`src/rtl/median_pkg.sv`:
```
// Shared types and schedule arithmetic for the median sort sequencer.
package median_pkg;

  typedef enum logic [1:0] {LOAD, SORT, OUT} state_t;

  function automatic int pass_count(input int n);
    return (n + 1) / 2;
  endfunction

  // Every pass is n slots long except the last, which is cut one slot short.
  function automatic int sort_cycles(input int n);
    return pass_count(n) * n - 1;
  endfunction

endpackage

```
`src/rtl/median_sched.sv`:
```
// Pass/cycle counter pair that walks the sort schedule: drives BYP and flags the
// final slot of the SORT phase.
module median_sched
  import median_pkg::*;
#(
  parameter int DATA_QTDE = 9
) (
  input  logic CLK,
  input  logic nRST,
  input  logic run,
  output logic byp,
  output logic sort_done
);

  localparam int PASSES      = pass_count(DATA_QTDE);
  localparam int SORT_CYCLES = sort_cycles(DATA_QTDE);
  localparam int CW          = $clog2(DATA_QTDE + 1);

  localparam logic [CW-1:0] LAST_PASS = CW'(PASSES - 1);
  localparam logic [CW-1:0] LAST_CYC  = CW'(DATA_QTDE - 1);
  localparam logic [CW-1:0] FINAL_CYC = CW'(SORT_CYCLES - (PASSES - 1) * DATA_QTDE - 1);

  logic [CW-1:0] pass_reg;
  logic [CW-1:0] cyc_reg;
  logic [CW-1:0] cmp_len;

  // Pass p compares during its first (DATA_QTDE-1-p) slots and bypasses the rest.
  assign cmp_len   = LAST_CYC - pass_reg;
  assign byp       = !run || (cyc_reg >= cmp_len);
  assign sort_done = run && (pass_reg == LAST_PASS) && (cyc_reg == FINAL_CYC);

  always_ff @(posedge CLK or negedge nRST) begin
    if (!nRST) begin
      pass_reg <= '0;
      cyc_reg  <= '0;
    end else if (!run || sort_done) begin
      pass_reg <= '0;
      cyc_reg  <= '0;
    end else if (cyc_reg == LAST_CYC) begin
      cyc_reg  <= '0;
      pass_reg <= pass_reg + 1'b1;
    end else begin
      cyc_reg <= cyc_reg + 1'b1;
    end
  end

endmodule

```
`src/rtl/median_seq.sv`:
```
// Sequencer feeding one pixel window into the external sort stage and returning
// its median. Optional hand-off counter WIN_CNT under MEDIAN_SEQ_STATS_EN.
module median_seq
  import median_pkg::*;
#(
  parameter int DATA_WIDTH = 8,
  parameter int DATA_QTDE  = 9
) (
  input  logic                  CLK,
  input  logic                  nRST,
  input  logic                  IN_VALID,
  output logic                  IN_READY,
  input  logic [DATA_WIDTH-1:0] IN_DATA,
  output logic [DATA_WIDTH-1:0] MED_DI,
  output logic                  MED_DSI,
  output logic                  MED_BYP,
  input  logic [DATA_WIDTH-1:0] MED_DO,
  output logic                  OUT_VALID,
  input  logic                  OUT_READY,
  output logic [DATA_WIDTH-1:0] OUT_DATA
`ifdef MEDIAN_SEQ_STATS_EN
  ,
  output logic [15:0]           WIN_CNT
`endif
);

  localparam int CW = $clog2(DATA_QTDE + 1);
  localparam logic [CW-1:0] LAST_LOAD = CW'(DATA_QTDE - 1);

  state_t        state_reg;
  logic [CW-1:0] load_cnt_reg;
  logic          sched_run;
  logic          sched_byp;
  logic          sort_done;

  // Hold the schedule off while the last pixel's DSI pulse is still landing.
  assign sched_run = (state_reg == SORT) && !MED_DSI;

  median_sched #(
    .DATA_QTDE(DATA_QTDE)
  ) u_sched (
    .CLK      (CLK),
    .nRST     (nRST),
    .run      (sched_run),
    .byp      (sched_byp),
    .sort_done(sort_done)
  );

  always_ff @(posedge CLK or negedge nRST) begin
    if (!nRST) begin
      state_reg    <= LOAD;
      load_cnt_reg <= '0;
      IN_READY     <= 1'b0;
      MED_DI       <= '0;
      MED_DSI      <= 1'b0;
      MED_BYP      <= 1'b1;
      OUT_VALID    <= 1'b0;
      OUT_DATA     <= '0;
    end else begin
      MED_DSI <= 1'b0;
      case (state_reg)
        LOAD: begin
          IN_READY <= 1'b1;
          MED_BYP  <= 1'b1;
          if (IN_VALID && IN_READY) begin
            MED_DI  <= IN_DATA;
            MED_DSI <= 1'b1;
            if (load_cnt_reg == LAST_LOAD) begin
              load_cnt_reg <= '0;
              IN_READY     <= 1'b0;
              state_reg    <= SORT;
            end else begin
              load_cnt_reg <= load_cnt_reg + 1'b1;
            end
          end
        end
        SORT: begin
          MED_BYP <= sched_byp;
          if (sort_done) begin
            OUT_VALID <= 1'b1;
            OUT_DATA  <= MED_DO;
            state_reg <= OUT;
          end
        end
        OUT: begin
          MED_BYP <= 1'b1;
          if (OUT_READY) begin
            OUT_VALID <= 1'b0;
            IN_READY  <= 1'b1;
            state_reg <= LOAD;
          end
        end
        default: state_reg <= LOAD;
      endcase
    end
  end

`ifdef MEDIAN_SEQ_STATS_EN
  logic [15:0] win_cnt_reg;

  always_ff @(posedge CLK or negedge nRST) begin
    if (!nRST) begin
      win_cnt_reg <= '0;
    end else if (OUT_VALID && OUT_READY && (win_cnt_reg != 16'hFFFF)) begin
      win_cnt_reg <= win_cnt_reg + 1'b1;
    end
  end

  assign WIN_CNT = win_cnt_reg;
`endif

endmodule

```
`config.mk`:
```
export PLATFORM = sky130hd
export DESIGN_NAME = median_seq
export DESIGN_NICKNAME = d
export VERILOG_FILES = /design/src/rtl/median_pkg.sv /design/src/rtl/median_sched.sv /design/src/rtl/median_seq.sv
export SDC_FILE = /design/constraint.sdc
export NUM_CORES = 1
export LEC_CHECK = 0
export BUFFER_PORTS_ARGS = -buffer_cell sky130_fd_sc_hd__clkbuf_2
export CAP_MARGIN = 20
export CORE_ASPECT_RATIO = 1.75
export CORE_UTILIZATION = 45
export DETAILED_ROUTE_END_ITERATION = 10
export PLACE_DENSITY = 0.66
export SETUP_SLACK_MARGIN = 0.4
export SKIP_CTS_REPAIR_TIMING = 1
export SLEW_MARGIN = 40
export SYNTH_ARGS = -nofsm -noshare
export SYNTH_HDL_FRONTEND = slang
export SYNTH_SLANG_ARGS = --single-unit
```
`constraint.sdc`:
```
create_clock -name CLK -period 4.2 [get_ports CLK]
set_clock_uncertainty 0.15 [all_clocks]
set_input_delay 0.42 -clock CLK [delete_from_list [all_inputs] [get_ports CLK]]
set_output_delay 0.42 -clock CLK [all_outputs]
set_load 0.05 [all_outputs]
```
# [Yosys cells after proc, flatten, opt, wreduce, memory -nomap -nowiden]
# Cells that the tools add are included.
[totals] register_bits=34
[op_classes] addsub=4 n_lt_le_gt_ge=1 eq_ne=10 mux=20 reduce_logical=19
[op_table] operator="$mux W4" count=5
[op_table] operator="$add A4 B1 Y4 const B" count=3
[op_table] operator="$eq A4 B3 Y1 const B" count=2
[op_table] operator="$eq A4 B4 Y1 const B" count=2
[op_table] operator="$mux W2" count=4
[op_table] operator="$reduce_bool A2 Y1" count=4
[op_table] operator="$mux W1" count=7
[op_table] operator="$ne A2 B2 Y1 const B" count=3
[op_table] operator="$pmux W1 S2" count=3
[op_table] operator="$pmux W2 S3" count=1
[op_table] operator="$reduce_and A2 Y1" count=3
[op_table] operator="$ge A4 B4 Y1" count=1
[op_table] operator="$logic_and A1 B1 Y1" count=4
[op_table] operator="$reduce_and A4 Y1" count=1
[op_table] operator="$sub A4 B4 Y4 const A" count=1
[op_table] operator="$reduce_and A3 Y1" count=1
[op_table] operator="$eq A2 B1 Y1 const B" count=1
[op_table] operator="$eq A2 B2 Y1 const B" count=1
[op_table] operator="$logic_not A1 Y1" count=2
[op_table] operator="$logic_not A2 Y1" count=1
[op_table] operator="$logic_or A1 B1 Y1" count=2
[op_table] operator="$ne A2 B1 Y1 const B" count=1
[op_table] operator="$reduce_or A2 Y1" count=1

# [Logic depth before layout (Yosys ltp)]
[depth] ltp_word=6 ltp_mapped=7 mapped_depth_nobuf=7

# [By module]
# From an unflattened synthesis, not the netlist that was laid out.
[unflattened] cells_unflattened=134 hier_area_um2=1616.6
[modules_own_cells] module="median_seq" n_inst=1 cells_per_inst=78 area_per_inst_um2=1069.8
[modules_own_cells] module="median_sched" n_inst=1 cells_per_inst=56 area_per_inst_um2=546.8

# [Least setup slack after synthesis]
# OpenSTA, ideal clock, no wires.
[synth_timing] path_type="register to register" startpoint="reg IN_READY" endpoint="reg MED_DI[4]" setup_ps=125 t_arrival_ps=1617 required_ps=3925 path_slack_ps=2308 path_stages_with_launch=5 path_buffers=1 synth_period_minus_slack_ps=1892 cell_sequence="dfrtp_1 -> nand2_1 -> nor3_4 -> buf_2 -> mux2_2"
[synth_between] elab_chain_cells=2
[synth_lines] element="start, declared" line_no="median_seq.sv:12" rtl="output logic IN_READY,"
[synth_lines] element="start signal, assigned" line_no="median_seq.sv:53" rtl="IN_READY <= 1'b0;"
[synth_lines] element="start signal, assigned" line_no="median_seq.sv:63" rtl="IN_READY <= 1'b1;"
[synth_lines] element="start signal, assigned" line_no="median_seq.sv:70" rtl="IN_READY <= 1'b0;"
[synth_lines] element="$logic_and A1 B1 Y1" line_no="median_seq.sv:65" rtl="if (IN_VALID && IN_READY) begin"
[synth_lines] element="$reduce_and A2 Y1 (no line)"
[synth_lines] element="end signal, assigned" line_no="median_seq.sv:54" rtl="MED_DI <= '0;"
[synth_lines] element="end signal, assigned" line_no="median_seq.sv:66" rtl="MED_DI <= IN_DATA;"
[synth_lines] element="end, declared" line_no="median_seq.sv:14" rtl="output logic [DATA_WIDTH-1:0] MED_DI,"
# Every way passes these cells.
# A chain may end at the register's enable or synchronous reset.

# [Final worst setup path]
[layout_timing] startpoint="reg load_cnt_reg[0]" endpoint="reg IN_READY"
[layout_between] elab_chain_cells=4
[layout_lines] element="start, declared" line_no="median_seq.sv:31" rtl="logic [CW-1:0] load_cnt_reg;"
[layout_lines] element="start signal, assigned" line_no="median_seq.sv:73" rtl="load_cnt_reg <= load_cnt_reg + 1'b1;"
[layout_lines] element="$eq A4 B4 Y1" line_no="median_seq.sv:68" rtl="if (load_cnt_reg == LAST_LOAD) begin"
[layout_lines] element="$mux W1" line_no="median_seq.sv:68"
[layout_lines] element="$mux W1" line_no="median_seq.sv:65"
[layout_lines] element="$pmux W1 S2" line_no="median_seq.sv:61" rtl="case (state_reg)"
[layout_lines] element="end signal, assigned" line_no="median_seq.sv:63"
[layout_lines] element="end signal, assigned" line_no="median_seq.sv:70"
[layout_lines] element="end signal, assigned" line_no="median_seq.sv:89" rtl="IN_READY <= 1'b1;"
# Every way passes these cells.

==> results.toml <==
[synthesis]
netlist_area_sq_um = 1600
syn-instance-count = 133
yosysTopAreaCell = "dfrtp_1"
syn_nets = 163
syn_area_per_cell_sq_um = 12.0
synth_cell_types = 32
ys_ff_latch = 34
synthDominantCellAreaShare_pct = 51.6
yosysWarnings = 0
yosysSeqAreaShare_pct = 53.3
synth_area_leaders = "dfrtp_1, mux2_2, ha_1"

[critical_path]
arrival_ps = 1820
r2r_cells = 5
crit_path_end_kind = "flop"
r2r_setup_slack_ps = 2400
worst_path_max_delay_cell = "or3b_2"
r2r_start = "load_cnt_reg[0]"
required_ps = 4220
cp-start-kind = "flop"
crit_chain = "inv_1 -> ha_1 -> and3b_1 -> or3b_2 -> o22a_1"
slowest_delay_ps = 470
cp_max_fo = 5
path_class = "reg -> reg"
reg2reg_to = "IN_READY"

[global_route]
grt_pass1_vias = 1212
grt_max_degree = 35
antenna_found_initial = 0
grt_overflow = 0
track_usage_pct = 18.3
grt_pass1_wl_um = 4860

[clock_tree]
htreeDepth = 2
clk_latency_ps = 280
clockBufferDepth = 2
numCtsBuffers = 5
path_clk_slew_ps = 60
cts-root-buf = "clkbuf_8"
clock_sinks = 34
cts_tree = "done"

[power_and_ir_drop]
clock_power_share_pct = 18.7
p_leak_nw = 0.934
pwr-share-seq_pct = 41.1
p_sw_w = 0.000506
swShare_pct = 42.2
powerDensity_nw_per_um2 = 621
share_comb_of_total_power_pct = 40.2
ir_drop_mv = 0.437
p_int_w = 0.000693

[placement]
dp_hpwl_um = 2300
portBuffers = 39
place_ws_ps = 2400
placed_area_sq_um = 1840
gp_congestion = 0.779

[run]
max_cap_viol_count = 0

[finish]
reg.largest.list = "MED_DI: 8 flops, OUT_DATA: 8 flops"
nets = 207
antenna-diode-count = 0
syn_to_final_growth_pct = 20.7
layout-drive-gt1-share_pct = 37.6
final_cell_area_sq_um = 1930

[drt]
drt-vias-per-instance = 5.07
drtIter0Drc = 4
drc = 0
final_antenna_net_count = 0
vias = 1131
drt_pass1_iterations = 5
postRouteWirelength_um = 2950
routedWlPerCell_um = 13.2

[timing]
tightest_slew_ps = 588
post-route-period-util_pct = 42.9
slew_headroom_pct = 60.7
min_period_ps = 1800
finalSetupViolCount = 0
hold_viol_final = 0
rsz0062_at_grt = "no"
fmax_mhz = 555
drv_slew = 0
final.setup.tns_ps = 0
fin_ws_ps = 2400

[min_path]
whs_path_depth = 2
hold_end = "state_reg[1]"
min_path_type = "in -> reg"
min_from = "OUT_READY"

[floorplanning]
dieArea_sq_um = 3810
fp-row-count = 28
die_h_um = 80.9
start_util_pct = 47.1
pin_count = 40
core-area_sq_um = 3400
die_w_um = 47.1

[status]
status = "finished, final reports clean"
## metrics by stage
step	power (W)	hold WS, ps	utilization (%)	cells
floorplan	0.000861	-25.6	-	133
global placement	0.000964	317	54.1	214
detailed placement	0.000985	333	54.1	214
CTS	0.00121	100	56.4	222
global route	0.00127	199	56.8	223
finish	0.00120	190	56.8	223
## worst max-delay path by stage
stage	start	to	slack, ps	cells after the start
after floorplan	IN_READY	MED_DI[4]	2310	4
after global placement	load_cnt_reg[0]	IN_READY	2440	5
after detailed placement	IN_VALID	load_cnt_reg[2]	2400	5
after CTS	load_cnt_reg[0]	IN_READY	2390	5
after global routing	state_reg[1]	load_cnt_reg[2]	2290	3
final	load_cnt_reg[0]	IN_READY	2400	5
## routing by layer
layer	share of wire, %	GRT usage [%]	vias up
met2	58	33.9	30
met4	2.0	8.29	0
li1	-	-	541
met1	36	17.6	554
met3	4.2	4.44	6
met5	0	0	-
## cell usage after synthesis (all sizes together)
master	count
a21oi	4
o21ai	7
and3b	2
a31oi	1
o41ai	1
a21boi	1
or3b	1
nand4	3
or2b	1
and3	1
nor3	3
nand3	3
dfrtp	33
ha	10
xor2	4
dfstp	1
nand2b	2
xnor2	2
and4bb	1
o21a	1
nor3b	1
buf	1
nor2	10
clkbuf	2
mux2	17
nand2	9
inv	9
o22ai	1
o22a	1
## worst max-delay path: cells and delay by family (launching register included)
family	cells	cell delay [ps]
flops	1	420
buf+inv	1	90
fa+ha+maj	1	140
simple gates	2	690
compound gates	1	200
## power by group through the flow
stage | registers [W] | logic, W | clock network, W
6_report | 0.000493 | 0.000482 | 0.000224
5_1_grt | 0.000506 | 0.000524 | 0.000245
3_3_place_gp | 0.000493 | 0.000471 | 0
3_5_place_dp | 0.000498 | 0.000487 | 0
2_1_floorplan | 0.000672 | 0.000189 | 0
4_1_cts | 0.000494 | 0.000487 | 0.000232
## final cells by class
type                            count  area [sq um]
Multi-Input combinational cell     87           699
Tap cell                           45          56.3
Sequential cell                    34           852
Inverter                            9          33.8
Fill cell                         316          1470
Clock buffer                        8          80.1
Timing Repair Buffer               40           208
## cell families (layout without fill, tap and decap cells)
logic type / count (synthesis) / in the layout / share of synthesized area (%)
adder cells (fa/ha/maj): 10 / 10 / 7.82
multiplexers: 17 / 17 / 12.0
AND/OR/NAND/NOR: 37 / 37 / 14.4
XOR/XNOR: 6 / 6 / 3.29
AO/OA/AOI/OAI: 17 / 17 / 6.26
buffers and inverters: 12 / 57 / 2.97
flip-flops: 34 / 34 / 53.3
## cells in the final DEF (no fill, tap or decap), types with 2 or more instances in the layout
cell | synthesis | final
inv_1 | 9 | 9
nor2_1 | 10 | 10
ha_1 | 10 | 10
clkbuf_8 | 0 | 5
nor3_1 | 2 | 2
o21ai_0 | 7 | 7
clkbuf_2 | 1 | 38
mux2_2 | 17 | 17
nand3_1 | 3 | 3
xor2_1 | 4 | 4
nand2b_1 | 2 | 2
xnor2_1 | 2 | 2
and3b_1 | 2 | 2
nand4_1 | 2 | 2
nand2_1 | 9 | 9
clkbuf_1 | 1 | 3
a21oi_1 | 4 | 4
dfrtp_1 | 33 | 33
Note: power is estimated with default switching activity, not from simulation.
